### config.mk
export PLATFORM = sky130hd
export DESIGN_NAME = neuron_mac_unit
export DESIGN_NICKNAME = d
export VERILOG_FILES = /design/src/rtl/neuron_mac_unit.sv
export SDC_FILE = /design/constraint.sdc
export NUM_CORES = 2
export LEC_CHECK = 0
export ABC_AREA = 1
export BUFFER_PORTS_ARGS = -buffer_cell sky130_fd_sc_hd__clkbuf_2
export CORE_MARGIN = 8
export CORE_UTILIZATION = 45
export DETAILED_ROUTE_END_ITERATION = 8
export SYNTH_ARGS = -nofsm -noshare
export SYNTH_HDL_FRONTEND = slang
export SYNTH_SLANG_ARGS = --single-unit
export TNS_END_PERCENT = 20
### constraint.sdc
create_clock -name clk -period 23.6 [get_ports clk]
set_clock_uncertainty 0.05 [all_clocks]
set_input_delay 3.54 -clock clk [delete_from_list [all_inputs] [get_ports clk]]
set_output_delay 3.54 -clock clk [all_outputs]
set_load 0.005 [all_outputs]
### src/rtl/neuron_mac_unit.sv
// neuron_mac_unit: computes bias + sum(in_i * w_i) in signed fixed point, one MAC per cycle.
// Operands are snapshotted on an accepted start. The 67-bit accumulator holds Q34.32 at the
// default parameters. The result is saturated back to DATA_WIDTH.
// Optional feature: define NEURON_RELU_EN to clamp negative results to zero in the OUT state.
`timescale 1ns/1ps

module neuron_mac_unit #(
  parameter int unsigned DATA_WIDTH = 32,
  parameter int unsigned FRAC_BITS  = 16
) (
  input  logic                  clk,
  input  logic                  reset,
  input  logic [DATA_WIDTH-1:0] in0,
  input  logic [DATA_WIDTH-1:0] in1,
  input  logic [DATA_WIDTH-1:0] in2,
  input  logic [DATA_WIDTH-1:0] in3,
  input  logic [2:0]            wAddress,
  input  logic [DATA_WIDTH-1:0] wData,
  input  logic                  wWrite,
  input  logic                  start,
  output logic                  busy,
  output logic                  done,
  output logic [DATA_WIDTH-1:0] result
);

  localparam int unsigned PROD_W = 2 * DATA_WIDTH;
  localparam int unsigned ACC_W  = PROD_W + 3;
  localparam int unsigned TAPS   = 4;

  typedef enum logic [1:0] {
    ST_IDLE = 2'd0,
    ST_MAC  = 2'd1,
    ST_OUT  = 2'd2
  } state_t;

  state_t                state_q, state_next;
  logic                  load_c, mac_c, fin_c;

  logic [DATA_WIDTH-1:0] coef_w  [TAPS];
  logic [DATA_WIDTH-1:0] bias_q;
  logic [DATA_WIDTH-1:0] snap_in [TAPS];
  logic [DATA_WIDTH-1:0] snap_w  [TAPS];
  logic [DATA_WIDTH-1:0] in_vec  [TAPS];

  logic [ACC_W-1:0]      acc_q;
  logic [1:0]            idx_q;

  logic [PROD_W-1:0]     op_a, op_b, prod;
  logic [ACC_W-1:0]      prod_ext, bias_ext, shifted;
  logic                  pos_ovf, neg_ovf;
  logic [DATA_WIDTH-1:0] sat_val, res_val;

  assign in_vec[0] = in0;
  assign in_vec[1] = in1;
  assign in_vec[2] = in2;
  assign in_vec[3] = in3;

  // Coefficient registers, writable every cycle; addresses 5-7 are ignored.
  always_ff @(posedge clk) begin
    if (reset) begin
      for (int i = 0; i < int'(TAPS); i++) coef_w[i] <= '0;
      bias_q <= '0;
    end else if (wWrite) begin
      if (!wAddress[2]) coef_w[wAddress[1:0]] <= wData;
      else if (wAddress[1:0] == 2'd0) bias_q <= wData;
    end
  end

  // FSM state register.
  always_ff @(posedge clk) begin
    if (reset) state_q <= ST_IDLE;
    else       state_q <= state_next;
  end

  // Next-state and per-state enables; start is only honoured in IDLE.
  always_comb begin
    state_next = state_q;
    load_c     = 1'b0;
    mac_c      = 1'b0;
    fin_c      = 1'b0;
    case (state_q)
      ST_IDLE: begin
        if (start) begin
          load_c     = 1'b1;
          state_next = ST_MAC;
        end
      end
      ST_MAC: begin
        mac_c = 1'b1;
        if (idx_q == 2'd3) state_next = ST_OUT;
      end
      ST_OUT: begin
        fin_c      = 1'b1;
        state_next = ST_IDLE;
      end
      default: state_next = ST_IDLE;
    endcase
  end

  // Signed product, bias alignment, arithmetic shift and saturation.
  always_comb begin
    op_a     = {{DATA_WIDTH{snap_in[idx_q][DATA_WIDTH-1]}}, snap_in[idx_q]};
    op_b     = {{DATA_WIDTH{snap_w[idx_q][DATA_WIDTH-1]}}, snap_w[idx_q]};
    prod     = op_a * op_b;
    prod_ext = {{(ACC_W-PROD_W){prod[PROD_W-1]}}, prod};
    bias_ext = {{(ACC_W-DATA_WIDTH-FRAC_BITS){bias_q[DATA_WIDTH-1]}}, bias_q, {FRAC_BITS{1'b0}}};
    shifted  = {{FRAC_BITS{acc_q[ACC_W-1]}}, acc_q[ACC_W-1:FRAC_BITS]};
    pos_ovf  = ~shifted[ACC_W-1] & (|shifted[ACC_W-2:DATA_WIDTH-1]);
    neg_ovf  = shifted[ACC_W-1] & ~(&shifted[ACC_W-2:DATA_WIDTH-1]);
    if (pos_ovf)      sat_val = {1'b0, {(DATA_WIDTH-1){1'b1}}};
    else if (neg_ovf) sat_val = {1'b1, {(DATA_WIDTH-1){1'b0}}};
    else              sat_val = shifted[DATA_WIDTH-1:0];
`ifdef NEURON_RELU_EN
    res_val = sat_val[DATA_WIDTH-1] ? '0 : sat_val;
`else
    res_val = sat_val;
`endif
  end

  // Snapshot, accumulate and registered outputs.
  always_ff @(posedge clk) begin
    if (reset) begin
      for (int i = 0; i < int'(TAPS); i++) begin
        snap_in[i] <= '0;
        snap_w[i]  <= '0;
      end
      acc_q  <= '0;
      idx_q  <= '0;
      busy   <= 1'b0;
      done   <= 1'b0;
      result <= '0;
    end else begin
      busy <= (state_next != ST_IDLE);
      done <= fin_c;
      if (load_c) begin
        for (int i = 0; i < int'(TAPS); i++) begin
          snap_in[i] <= in_vec[i];
          snap_w[i]  <= coef_w[i];
        end
        acc_q <= bias_ext;
        idx_q <= '0;
      end
      if (mac_c) begin
        acc_q <= acc_q + prod_ext;
        idx_q <= idx_q + 2'd1;
      end
      if (fin_c) result <= res_val;
    end
  end

endmodule

Word-level counts from Yosys, hierarchy flattened

Memories as Yosys holds them, arrays and structs flattened. A register that Yosys moved wholly into a read port is not among the register bits.
Cells that the tools add are included.

Memories kept: 3
Output and inout port bits: 34
Register bits: 137
Logic and storage cells: 73
RAM bits: 384
Input bits: 167

Reduce and logical (&&, ||, !) cells: 8
Multiplexer cells: 37
Equality and inequality tests: 3
Bitwise operators: 12
Add/subtract/negate cells: 2
$mul: 1

Memory list:

| memory  | depth | width | read ports | clocked after Yosys merged registers in | write ports | RTL line | text |
|---|---|---|---|---|---|---|---|
| coef_w  | 4     | 32    | 4          | 0                                       | 4           | 39       | `logic [DATA_WIDTH-1:0] coef_w [TAPS];` |
| snap_in | 4     | 32    | 1          | 1                                       | 4           | 41       | `logic [DATA_WIDTH-1:0] snap_in [TAPS];` |
| snap_w  | 4     | 32    | 1          | 1                                       | 4           | 42       | `logic [DATA_WIDTH-1:0] snap_w [TAPS];` |

Operators by type and width:

| operator                                                               | number |
|---|---|
| 32-bit 2-to-1 mux                                                      | 11 |
| 67-bit 2-to-1 mux                                                      | 2 |
| 67-bit adder                                                           | 1 |
| 32-bit by 32-bit multiplier with 64-bit output                         | 1 |
| 32-bit OR reduction                                                    | 1 |
| 20-bit AND reduction                                                   | 1 |
| 20-bit OR reduction                                                    | 1 |
| 2-bit 2-to-1 mux                                                       | 9 |
| 1-bit 2-to-1 mux                                                       | 14 |
| 1-bit bitwise OR                                                       | 8 |
| 2-bit equality test (second input constant)                            | 2 |
| 2-bit logical NOT                                                      | 2 |
| 2-bit one-hot mux with 2 select lines                                  | 1 |
| 2-bit nonzero test                                                     | 2 |
| 3-bit AND reduction                                                    | 1 |
| 2-bit by 1-bit adder with 2-bit output (second input constant)         | 1 |
| 1-bit AND                                                              | 2 |
| 2-bit by 1-bit equality test with 1-bit output (second input constant) | 1 |
| 1-bit NOT                                                              | 2 |

Longest topological paths before layout

Depth in word-level cells: 6
Mapped depth: 53
Gate-level depth less buffers: 50

Worst setup path before layout

No wires, ideal clock.

Kind: input to register
Start point: input start
End point: memory snap_in[0][0] (enable)
Buffers on the path: 0
Setup time: 1,227 ps
Arrival time: 21,428 ps
Setup slack: 895 ps
Data required time: 22,323 ps
Stages: 2
Path through: nand2_1 o21ai_0

RTL lines:

| item            | RTL line | text |
|---|---|---|
| start, declared | 20       | `input logic start,` |
| end, declared   | 41       |  |

==> reports/results.txt <==
Status -> completed
Hold Crit Class -> flip-flop to flip-flop
Worst path slowest cell -> fa_1
Synth Area per Inst -> 8.53 um2
CP Launch Type -> flip-flop
Tot GR Track Use -> 28.4%
Cell Rows -> 136
Root buffer cell -> clkbuf_16
Post-route clock period utilization -> 57.5%
Critical Path Fanout Max -> 66
Count leader, synth -> inv_1
Via Count -> 49500
Endpoints failing hold -> 0
Routed vias/inst -> 5.37
Io pins -> 201
Crit-path most repeated cell -> inv_1
Clk pin slew, worst setup/hold paths -> 70 ps
Clock Latency Late Sink -> 690 ps
DRT iter0 DRCs -> 4174
Gate Count Post-Synth -> 7315
Hpwl dp -> 174000 um
Syn_nets -> 8821
Worst Hold End -> result[26]
Register area share after synthesis -> 22.9%
Detailed Routing Iterations Pass 1 -> 7
Largest net degree at the start of global routing -> 196
Clock Sinks -> 523
Nets -> 8884
CP peak stage delay -> 1150 ps
Die ar. -> 151000 um2
Max Cap Viol -> 0
P&R area growth vs syn -> 7.79%
Critical Path RT -> 24170 ps
Post-DR wirelength/cell -> 23.3 um
Reg2Reg Depth -> 39
Slew @ Worst Pin -> 1060 ps
Yosys reg bits -> 523
IO Port Bufs -> 200
Hold Buf Count CTS -> 0
Die Wd -> 388 um
ANT nets after route -> 0
Crit path kind -> flip-flop to flip-flop
Synth area leader -> fa_1
Num CTS Buffers -> 59
Drt drc -> 0
CP endpoint kind -> flip-flop
WHS Path Cells -> 2
Total of warnings raised by yosys -> 0
Minimum clock period -> 13570 ps
Post-CTS Setup Inserts -> 0
Vias in the first global route -> 51800
Number of flops mapped to enable cells by yosys -> 384
Clk buf depth -> 3
Top FF cell, synth -> edfxtp_1
Post-synth ARST share -> 0%
Top cells by count, synth -> 1525 x inv_1, 1313 x nand2_1, 1220 x nor2_1, 1083 x fa_1, 384 x edfxtp_1
Yosys cell types -> 55
Gp weighted congestion -> 1.01
Worst R2R End -> acc_q[63]
Layout cells sized above 1 -> 7.18%
RSZ-0062 raised after global routing -> no
Final wirelength -> 215000 um
Final count of negative-setup-slack endpoints -> 0
Die Y -> 388 um
H-tree level count -> 2
Top-area cell type share of the netlist area -> 34.7%
Post-CTS sizing -> 0
Setup slack, reg-to-reg -> 10030 ps
Critical Path AT -> 14140 ps
Total gr overflow -> 0
Core area -> 137000 um2
Hold Crit Start -> result[26]
Initial antenna violation count -> 4
First-pass GRT wire length -> 327000 um
Max Clk Rate -> 73.7 MHz
Top cells by area, synth -> fa_1 35%, edfxtp_1 18%, inv_1 9.2%
CTS tree -> done
Post-Syn Area -> 62400 um2
Setup_tns -> 0 ps
Slew headroom -> 29.4%
Initial core utilization -> 45.4%
Max Slew Vio Count -> 0
## state kept, by name, summed over array words and instances, names as in the netlist, named ones only
name	flops
acc_q	67
bias_q	32
busy	1
coef_w	128
done	1
idx_q	2
result	32
snap_in	128
snap_w	128
state_q	2
## kinds of logic after synthesis
| family | Yosys count | share of synthesized area, % |
|---|---|---|
| simple gates | 2781 | 17.5 |
| buf+inv | 1863 | 11.5 |
| fa+ha+maj | 1339 | 39.9 |
| compound gates | 734 | 7.16 |
| flops | 523 | 22.9 |
| xor+xnor | 75 | 1.05 |
## metrics by stage
step	hold WS, ps	setup slack [ps]	instances	cell area [um2]	utilization [%]
final	413	10030	9223	67300	48.9
after global routing	431	9450	9222	67300	48.9
after CTS	419	10080	9222	67300	48.9
after detailed placement	406	10120	9111	65300	47.5
after global placement	402	10010	9111	65300	47.5
after floorplan	395	895	7315	62400	-
## cell type report
cell class	instances	area [um2]
Fill cell	13300	70200
Multi-Input combinational cell	4929	41100
Sequential cell	523	14300
Inverter	1577	5930
Tap cell	1794	2240
Timing Repair Buffer	288	1690
Clock buffer	73	1600
Clock inverter	38	392
Antenna cell	1	2.50
## how the worst max path moves through the flow
stage	startpoint	to	slack [ps]	depth (start not counted)
after floorplan	start	snap_in[0][0]	900	2
after global placement	flip-flop	acc_q[59]	10010	38
after global routing	flip-flop	acc_q[63]	9450	40
after CTS	flip-flop	acc_q[59]	10080	39
after detailed placement	flip-flop	acc_q[59]	10120	39
final	flip-flop	acc_q[63]	10030	39
## cells in the final DEF (no fill, tap or decap), types with 61 or more instances in the layout
cell and n:
inv_1 1524, nand2_1 1312, nor2_1 1220, fa_1 1083, edfxtp_1 384, a21oi_1 378
ha_1 256, clkbuf_2 199, o21ai_0 190, dfxtp_1 138, nand3_1 129, buf_4 87
xor2_1 61
## worst max-delay path: cells and delay by family, from the launching register on
kind | cells | cell delay (ps)
compound gates | 3 | 1110
xor+xnor | 1 | 420
fa+ha+maj | 10 | 5660
buf+inv | 10 | 2410
flops | 1 | 840
simple gates | 15 | 2850
## per-layer routing
| layer | GRT usage (%) | routed length (um) | vias up |
|---|---|---|---|
| met1 | 38.6 | 90300 | 25000 |
| li1 | - | - | 22200 |
| met3 | 5.60 | 17500 | 389 |
| met5 | 0 | 27 | - |
| met4 | 9.88 | 9070 | 4 |
| met2 | 45.8 | 97700 | 1905 |
Power is not shown: default switching activity piles up to over one toggle a cycle in this logic, so the estimate is an artifact.
